**config.mk**
```make
export PLATFORM = sky130hd
export DESIGN_NAME = mem_share_arbiter
export DESIGN_NICKNAME = d
export VERILOG_FILES = /design/src/rtl/mem_share_arbiter_pkg.sv /design/src/rtl/mem_share_arbiter_rr_pick.sv /design/src/rtl/mem_share_arbiter.sv
export SDC_FILE = /design/constraint.sdc
export NUM_CORES = 1
export LEC_CHECK = 0
export CAP_MARGIN = 20
export CORE_MARGIN = 8
export CORE_UTILIZATION = 28
export DETAILED_ROUTE_END_ITERATION = 6
export PLACE_DENSITY_LB_ADDON = 0.15
export SLEW_MARGIN = 25
export SYNTH_ARGS = -nofsm -noshare
export SYNTH_HDL_FRONTEND = slang
export SYNTH_SLANG_ARGS = --single-unit
export TNS_END_PERCENT = 1
```
**constraint.sdc**
```tcl
create_clock -name CLOCK_50 -period 6.25 [get_ports CLOCK_50]
set_input_delay 1.875 -clock CLOCK_50 [delete_from_list [all_inputs] [get_ports CLOCK_50]]
set_output_delay 1.875 -clock CLOCK_50 [all_outputs]
set_load 0.02 [all_outputs]
```
**src/rtl/mem_share_arbiter_pkg.sv**
```systemverilog
// Shared definitions for the main-memory sharing arbiter: FSM state
// encoding, default memory geometry and the fixed requester slot numbers.
package mem_share_arbiter_pkg;

  // Default main-memory geometry (single-port RAM).
  localparam int MEM_AW = 11;
  localparam int MEM_DW = 32;

  // Requester slot assignment on the req/ack/enable vectors.
  localparam int REQ_CPU  = 0;  // CPU controller
  localparam int REQ_DRAW = 1;  // draw-to-VGA engine
  localparam int REQ_WTR  = 2;  // write-to-RAM engine
  localparam int REQ_STR  = 3;  // save-to-low-RAM engine

  // Arbiter FSM states.
  typedef enum logic [1:0] {
    ST_IDLE  = 2'd0,
    ST_GRANT = 2'd1,
    ST_TURN  = 2'd2
  } arb_state_t;

endpackage

```
**src/rtl/mem_share_arbiter_rr_pick.sv**
```systemverilog
// Rotating-priority pick: returns the first set request bit found when
// scanning last+1, last+2, ... modulo N_REQ. Purely combinational so it can
// be reused by other arbiters.
module rr_pick #(
  parameter int N_REQ = 4,
  parameter int IDX_W = $clog2(N_REQ)
) (
  input  logic [N_REQ-1:0] req,
  input  logic [IDX_W-1:0] last,
  output logic             valid,
  output logic [IDX_W-1:0] index
);

  // Scan the requesters starting just after the last grantee, wrapping at N_REQ.
  always_comb begin
    int cand;
    // NOTE: every output of a combinational block gets a default before any
    // conditional assignment; a path that leaves one unassigned infers a latch.
    valid = 1'b0;
    index = last;
    cand  = 0;
    for (int i = 1; i <= N_REQ; i++) begin
      cand = int'(last) + i;
      if (cand >= N_REQ) cand = cand - N_REQ;
      if (!valid && req[IDX_W'(cand)]) begin
        valid = 1'b1;
        index = IDX_W'(cand);
      end
    end
  end

endmodule

```
**src/rtl/mem_share_arbiter.sv**
```systemverilog
// Round-robin arbiter sharing the single-port main memory between the
// requester engines. One engine at a time is enabled; its address, data and
// write enable are steered onto the RAM port until it acknowledges or
// withdraws, then a one-cycle TURN gap parks the RAM port before the next
// owner is picked.
// Optional build macro MEM_ARB_TIMEOUT_EN: adds a grant-length counter that
// aborts a grant after TIMEOUT_CYCLES cycles and pulses timeout.
module mem_share_arbiter
  import mem_share_arbiter_pkg::*;
#(
  parameter int N_REQ          = 4,
  parameter int AW             = MEM_AW,
  parameter int DW             = MEM_DW,
  parameter int TIMEOUT_CYCLES = 65535
) (
  input  logic                       CLOCK_50,
  input  logic                       resetIn,
  input  logic [N_REQ-1:0]           req,
  input  logic [N_REQ-1:0]           ack,
  input  logic [N_REQ*AW-1:0]        addr_in,
  input  logic [N_REQ*DW-1:0]        wdata_in,
  input  logic [N_REQ-1:0]           we_in,
  output logic [N_REQ-1:0]           enable,
  output logic [AW-1:0]              mem_addr,
  output logic [DW-1:0]              mem_wdata,
  output logic                       mem_we,
  output logic [$clog2(N_REQ)-1:0]   owner,
  output logic                       busy,
  output logic                       timeout
);

  localparam int OW = $clog2(N_REQ);

  arb_state_t    state_q, state_d;
  logic [OW-1:0] owner_q, owner_d;
  logic          pick_valid;
  logic [OW-1:0] pick_idx;
  logic          owner_done;
  logic          abort;

  rr_pick #(
    .N_REQ (N_REQ),
    .IDX_W (OW)
  ) u_pick (
    .req   (req),
    .last  (owner_q),
    .valid (pick_valid),
    .index (pick_idx)
  );

  // The grant ends on the owner's ack or when the owner drops its request;
  // both lead to the same TURN, so a simultaneous ack and withdraw is a normal completion.
  assign owner_done = ack[owner_q] || !req[owner_q];

`ifdef MEM_ARB_TIMEOUT_EN
  localparam int CW = $clog2(TIMEOUT_CYCLES + 1);

  logic [CW-1:0] grant_cnt_q;
  logic          timeout_q;

  // An abort only fires when the owner has not completed in the same cycle.
  assign abort = (state_q == ST_GRANT) && !owner_done &&
                 (grant_cnt_q == CW'(TIMEOUT_CYCLES - 1));

  // Grant-length counter: zero outside GRANT, counts each GRANT cycle; timeout pulse register.
  always_ff @(posedge CLOCK_50) begin
    if (resetIn) begin
      grant_cnt_q <= '0;
      timeout_q   <= 1'b0;
    end else begin
      grant_cnt_q <= (state_q == ST_GRANT) ? grant_cnt_q + 1'b1 : '0;
      timeout_q   <= abort;
    end
  end

  assign timeout = timeout_q;
`else
  logic [31:0] unused_timeout_cfg;

  assign unused_timeout_cfg = 32'(TIMEOUT_CYCLES);
  assign abort              = 1'b0;
  assign timeout            = 1'b0;
`endif

  // State and owner registers; owner resets to the last slot so slot 0 wins first.
  always_ff @(posedge CLOCK_50) begin
    // NOTE: sequential state uses non-blocking assignments so every register
    // samples pre-edge values regardless of statement order.
    if (resetIn) begin
      state_q <= ST_IDLE;
      owner_q <= OW'(N_REQ - 1);
    end else begin
      state_q <= state_d;
      owner_q <= owner_d;
    end
  end

  // Next-state logic: pick in IDLE, hold through GRANT, one-cycle TURN gap.
  always_comb begin
    state_d = state_q;
    owner_d = owner_q;
    case (state_q)
      ST_IDLE: begin
        if (pick_valid) begin
          state_d = ST_GRANT;
          owner_d = pick_idx;
        end
      end
      ST_GRANT: begin
        if (owner_done || abort) state_d = ST_TURN;
      end
      ST_TURN: state_d = ST_IDLE;
      default: state_d = ST_IDLE;
    endcase
  end

  // RAM port steering: the owner's slices in GRANT, parked at zero otherwise.
  always_comb begin
    enable    = '0;
    mem_addr  = '0;
    mem_wdata = '0;
    mem_we    = 1'b0;
    if (state_q == ST_GRANT) begin
      enable[owner_q] = 1'b1;
      mem_addr        = addr_in[int'(owner_q)*AW +: AW];
      mem_wdata       = wdata_in[int'(owner_q)*DW +: DW];
      mem_we          = we_in[owner_q];
    end
  end

  assign owner = owner_q;
  assign busy  = (state_q != ST_IDLE);

endmodule

```
==> results_tabular.tex <==
\begin{tabular}{lr}
\hline
Metric & Value \\
\hline
\multicolumn{2}{l}{\textbf{Run status}} \\
\quad Run status & completed \\
\multicolumn{2}{l}{\textbf{CTS}} \\
\quad Post-CTS Setup Inserts & 0 \\
\quad Total of hold buffers inserted after clock tree synthesis & 0 \\
\quad Worst skew pair latency & 0.23 ns \\
\quad Post-CTS clock slew at the launch and capture registers of the worst setup and hold paths & 0.03 ns \\
\quad Number of gates resized after cts & 0 \\
\quad Clock root buffer master & sky130\_fd\_sc\_hd\_\_clkbuf\_8 \\
\quad Max H-tree Level & 1 \\
\quad Cts bufs inserted & 3 \\
\quad Maximum buffer depth of the clock tree & 2 \\
\quad Clock net sink count & 4 \\
\quad CTS tree & built \\
\multicolumn{2}{l}{\textbf{Timing}} \\
\quad Post-Route Skew & 0.00645 ns \\
\quad Slew at the pin closest to its max-slew limit & 0.652 ns \\
\quad Total Negative Setup Slacks & 0 ns \\
\quad Fmax & 187 MHz \\
\quad Final setup slack of the worst path & 0.911 ns \\
\quad Unrepaired setup endpoints after global routing & false \\
\quad Min Tclk post-route & 5.34 ns \\
\quad Number of setup violations in the final report & 0 \\
\quad Slew Limit Fails & 0 \\
\quad Max-slew headroom & 0.565 \\
\quad Worst hold slack & 0.443 ns \\
\quad Post-route fraction of the period consumed by the critical path & 0.854 \\
\quad Hold Violations, Final & 0 \\
\multicolumn{2}{l}{\textbf{Routing}} \\
\quad Total Routed Length & 10800 um \\
\quad Metal1 wirelength & 3950 um \\
\quad Remaining antenna violation count after routing & 0 \\
\quad Total met3 wirelength after detailed routing & 688 um \\
\quad Number of design rule violations left after detail routing & 0 \\
\quad WL met2 & 5960 um \\
\quad Wire length per cell after detailed routing & 23.1 um \\
\quad Top Metal Used & met4 \\
\quad Number of vias in the routed layout & 2383 \\
\quad 1st-iter DRT viols & 61 \\
\quad Total iterations of the first detailed-routing run & 4 \\
\quad Average vias per placed instance & 5.11 \\
\multicolumn{2}{l}{\textbf{Power and ir drop}} \\
\quad Max rail drop VDD & 202 uV \\
\quad Static power due to leakage & 1.55 nW \\
\quad Areal power density over the cells & 267 mW/mm2 \\
\quad Overall Power & 1.15 mW \\
\multicolumn{2}{l}{\textbf{Cells and area}} \\
\quad Total number of nets in the final design & 580 \\
\quad Antenna diode count & 0 \\
\quad Sequential cell area in the final layout & 87.6 um2 \\
\quad Synth-to-Final Area Change & 133\% \\
\quad Fraction of layout cells with a size suffix above 1 & 0.149 \\
\quad Total area of multi-input combinational cells & 0.00165 mm2 \\
\quad Layout Cells excl Fill & 466 \\
\quad Filler cells & 532 \\
\multicolumn{2}{l}{\textbf{GRT}} \\
\quad Via count of the first global-routing pass & 2413 \\
\quad Tot GR Track Use & 0.212 \\
\quad Largest net degree at the start of global routing & 59 \\
\quad Total grt overflow & 0 \\
\quad First-pass GRT wire length & 15600 um \\
\quad Antenna violations before repair & 0 \\
\multicolumn{2}{l}{\textbf{Job}} \\
\quad Max\_cap viols & 0 \\
\multicolumn{2}{l}{\textbf{Placement}} \\
\quad Placement-stage worst setup slack & 0.889 ns \\
\quad \# port buffers & 236 \\
\quad Sum of net half-perimeters after detailed placement & 9110 um \\
\quad RD Place Congestion & 0.839 \\
\quad Placed cell count & 460 \\
\multicolumn{2}{l}{\textbf{Worst setup path}} \\
\quad Critical path launch point type & input pin \\
\quad Startpoint-to-endpoint class of the critical path & in -> out \\
\quad Worst EP arrival & 3.46 ns \\
\quad Worst setup EP type & output pin \\
\quad Data required time at the worst endpoint & 4.38 ns \\
\quad Reg2reg setup slack & 3.56 ns \\
\quad Crit-path max FO & 1 \\
\multicolumn{2}{l}{\textbf{Synth}} \\
\quad Synth Register Bits & 4 \\
\quad Biggest area consumer among synthesized cells & sky130\_fd\_sc\_hd\_\_mux4\_2 \\
\quad Number of unique standard cell types used by synthesis & 29 \\
\quad Area fraction in and, or, nand and nor cells after synthesis & 0.207 \\
\quad Most instantiated library cell after synthesis & sky130\_fd\_sc\_hd\_\_mux4\_2 \\
\quad Dominant register cell in the synthesized netlist & sky130\_fd\_sc\_hd\_\_dfxtp\_1 \\
\quad Synth Warn \# & 0 \\
\quad Share of async-settable or async-resettable flops after synthesis & 0 \\
\quad Area fraction of the dominant cell type after synthesis & 0.585 \\
\quad Synth Area in Compound Gates & 0.0616 \\
\quad Proportion of synthesized chip area in sequential cells & 0.0433 \\
\quad Post-synth EDFFs & 0 \\
\quad Number of cells produced by synthesis & 165 \\
\quad Share of synthesized area spent on multiplexers & 0.591 \\
\quad Post-synthesis area per instance & 11.2 um2 \\
\quad Fraction of the mapped netlist area in adder cells & 0.0271 \\
\quad Xor and xnor fraction of the mapped netlist area & 0 \\
\quad Post-Syn Nets & 355 \\
\quad Synth top area cells & sky130\_fd\_sc\_hd\_\_mux4\_2 58\%, sky130\_fd\_sc\_hd\_\_nor2b\_1 16\%, sky130\_fd\_sc\_hd\_\_dfxtp\_1 4.3\% \\
\quad Largest family of logic cells by synthesized area & multiplexers \\
\quad Syn Std Cell Area & 0.00185 mm2 \\
\quad Leading cell types by count after synthesis & 48 x sky130\_fd\_sc\_hd\_\_mux4\_2, 47 x sky130\_fd\_sc\_hd\_\_nor2b\_1, 10 x sky130\_fd\_sc\_hd\_\_buf\_2 \\
\multicolumn{2}{l}{\textbf{Die}} \\
\quad Effective utilization at floorplan & 0.289 \\
\quad Floorplan row count & 29 \\
\quad Top-level port count & 238 \\
\quad Die Ht & 97.2 um \\
\quad Chip Width & 97.2 um \\
\quad Placeable core region & 0.00639 mm2 \\
\quad Die area & 0.00946 mm2 \\
\multicolumn{2}{l}{\textbf{Worst hold path}} \\
\quad Class of the tightest hold or removal check & reg -> reg \\
\hline
\end{tabular}
[area by class of cell]
cell class / instances / area share
inverter: 8 / 0.00696
timing repair buffer: 239 / 0.559
multi-input combinational: 134 / 0.381
sequential: 4 / 0.0203
clock buffer: 4 / 0.0104
tap: 77 / 0.0223
[through the flow]
| step | cell area, um2 | utilization |
|---|---|---|
| detailed placement | 4230 | 0.662 |
| global placement | 4230 | 0.662 |
| global route | 4310 | 0.676 |
| CTS | 4270 | 0.669 |
| finish | 4310 | 0.676 |
| floorplan | 1850 | - |
[worst max-delay path, cell delays in order]
cell and delay (ns):
sky130_fd_sc_hd__clkdlybuf4s50_1 0.41, sky130_fd_sc_hd__mux4_2 0.48, sky130_fd_sc_hd__nor2b_1 0.15, sky130_fd_sc_hd__clkdlybuf4s50_1 0.55
[worst paths after layout]
path / from / endpoint / cells past startpoint
worst max register to register: owner[1] / owner[1] / 6
worst max-delay path: wdata_in[68] / mem_wdata[4] / 4
worst min-delay path: state_q[1] / state_q[0] / 1
worst min register to register: state_q[1] / state_q[0] / 1
[registers in the layout, summed over array words and instances, names as in the netlist]
name	count
owner	2
state_q	2
[where the power goes]
group / leakage, nW / internal [mW] / switching, mW
clock network: 0.0228 / 0.0438 / 0.0160
registers: 0.0334 / 0.0379 / 0.0770
logic: 1.50 / 0.591 / 0.386
[routing by layer]
metal  vias up  global-route usage
met2       106               0.411
li1       1097                   -
met3        13              0.0505
met4         0              0.0361
met5         -                   0
met1      1167               0.227
[cell families after synthesis]
group / count (synthesis)
fa+ha+maj: 4
mux: 49
flops: 4
simple gates: 66
buf+inv: 27
compound gates: 14
other cells: 1
[cell usage in the layout, fill, tap and decap left out]
master	n
sky130_fd_sc_hd__dfxtp_4	2
sky130_fd_sc_hd__a21boi_0	1
sky130_fd_sc_hd__conb_1	1
sky130_fd_sc_hd__clkbuf_1	1
sky130_fd_sc_hd__o311ai_0	1
sky130_fd_sc_hd__inv_1	8
sky130_fd_sc_hd__clkdlybuf4s50_1	236
sky130_fd_sc_hd__clkbuf_8	3
sky130_fd_sc_hd__a22o_1	1
sky130_fd_sc_hd__o221ai_1	2
sky130_fd_sc_hd__nor3b_1	1
sky130_fd_sc_hd__buf_4	1
sky130_fd_sc_hd__or3_1	1
sky130_fd_sc_hd__nand2_1	3
sky130_fd_sc_hd__nand2b_1	2
sky130_fd_sc_hd__mux2_1	1
sky130_fd_sc_hd__a31oi_1	1
sky130_fd_sc_hd__o32ai_1	1
sky130_fd_sc_hd__nand2b_2	1
sky130_fd_sc_hd__a211oi_2	1
sky130_fd_sc_hd__nor3_1	3
sky130_fd_sc_hd__a211o_1	1
sky130_fd_sc_hd__a211oi_1	2
sky130_fd_sc_hd__buf_12	2
sky130_fd_sc_hd__nor2_1	8
sky130_fd_sc_hd__o21ai_0	1
sky130_fd_sc_hd__ha_1	4
sky130_fd_sc_hd__dfxtp_1	2
sky130_fd_sc_hd__o22ai_1	1
sky130_fd_sc_hd__a2111oi_0	1
sky130_fd_sc_hd__nor2b_1	47
sky130_fd_sc_hd__mux4_2	48
Power figures use the tool's default switching activity.
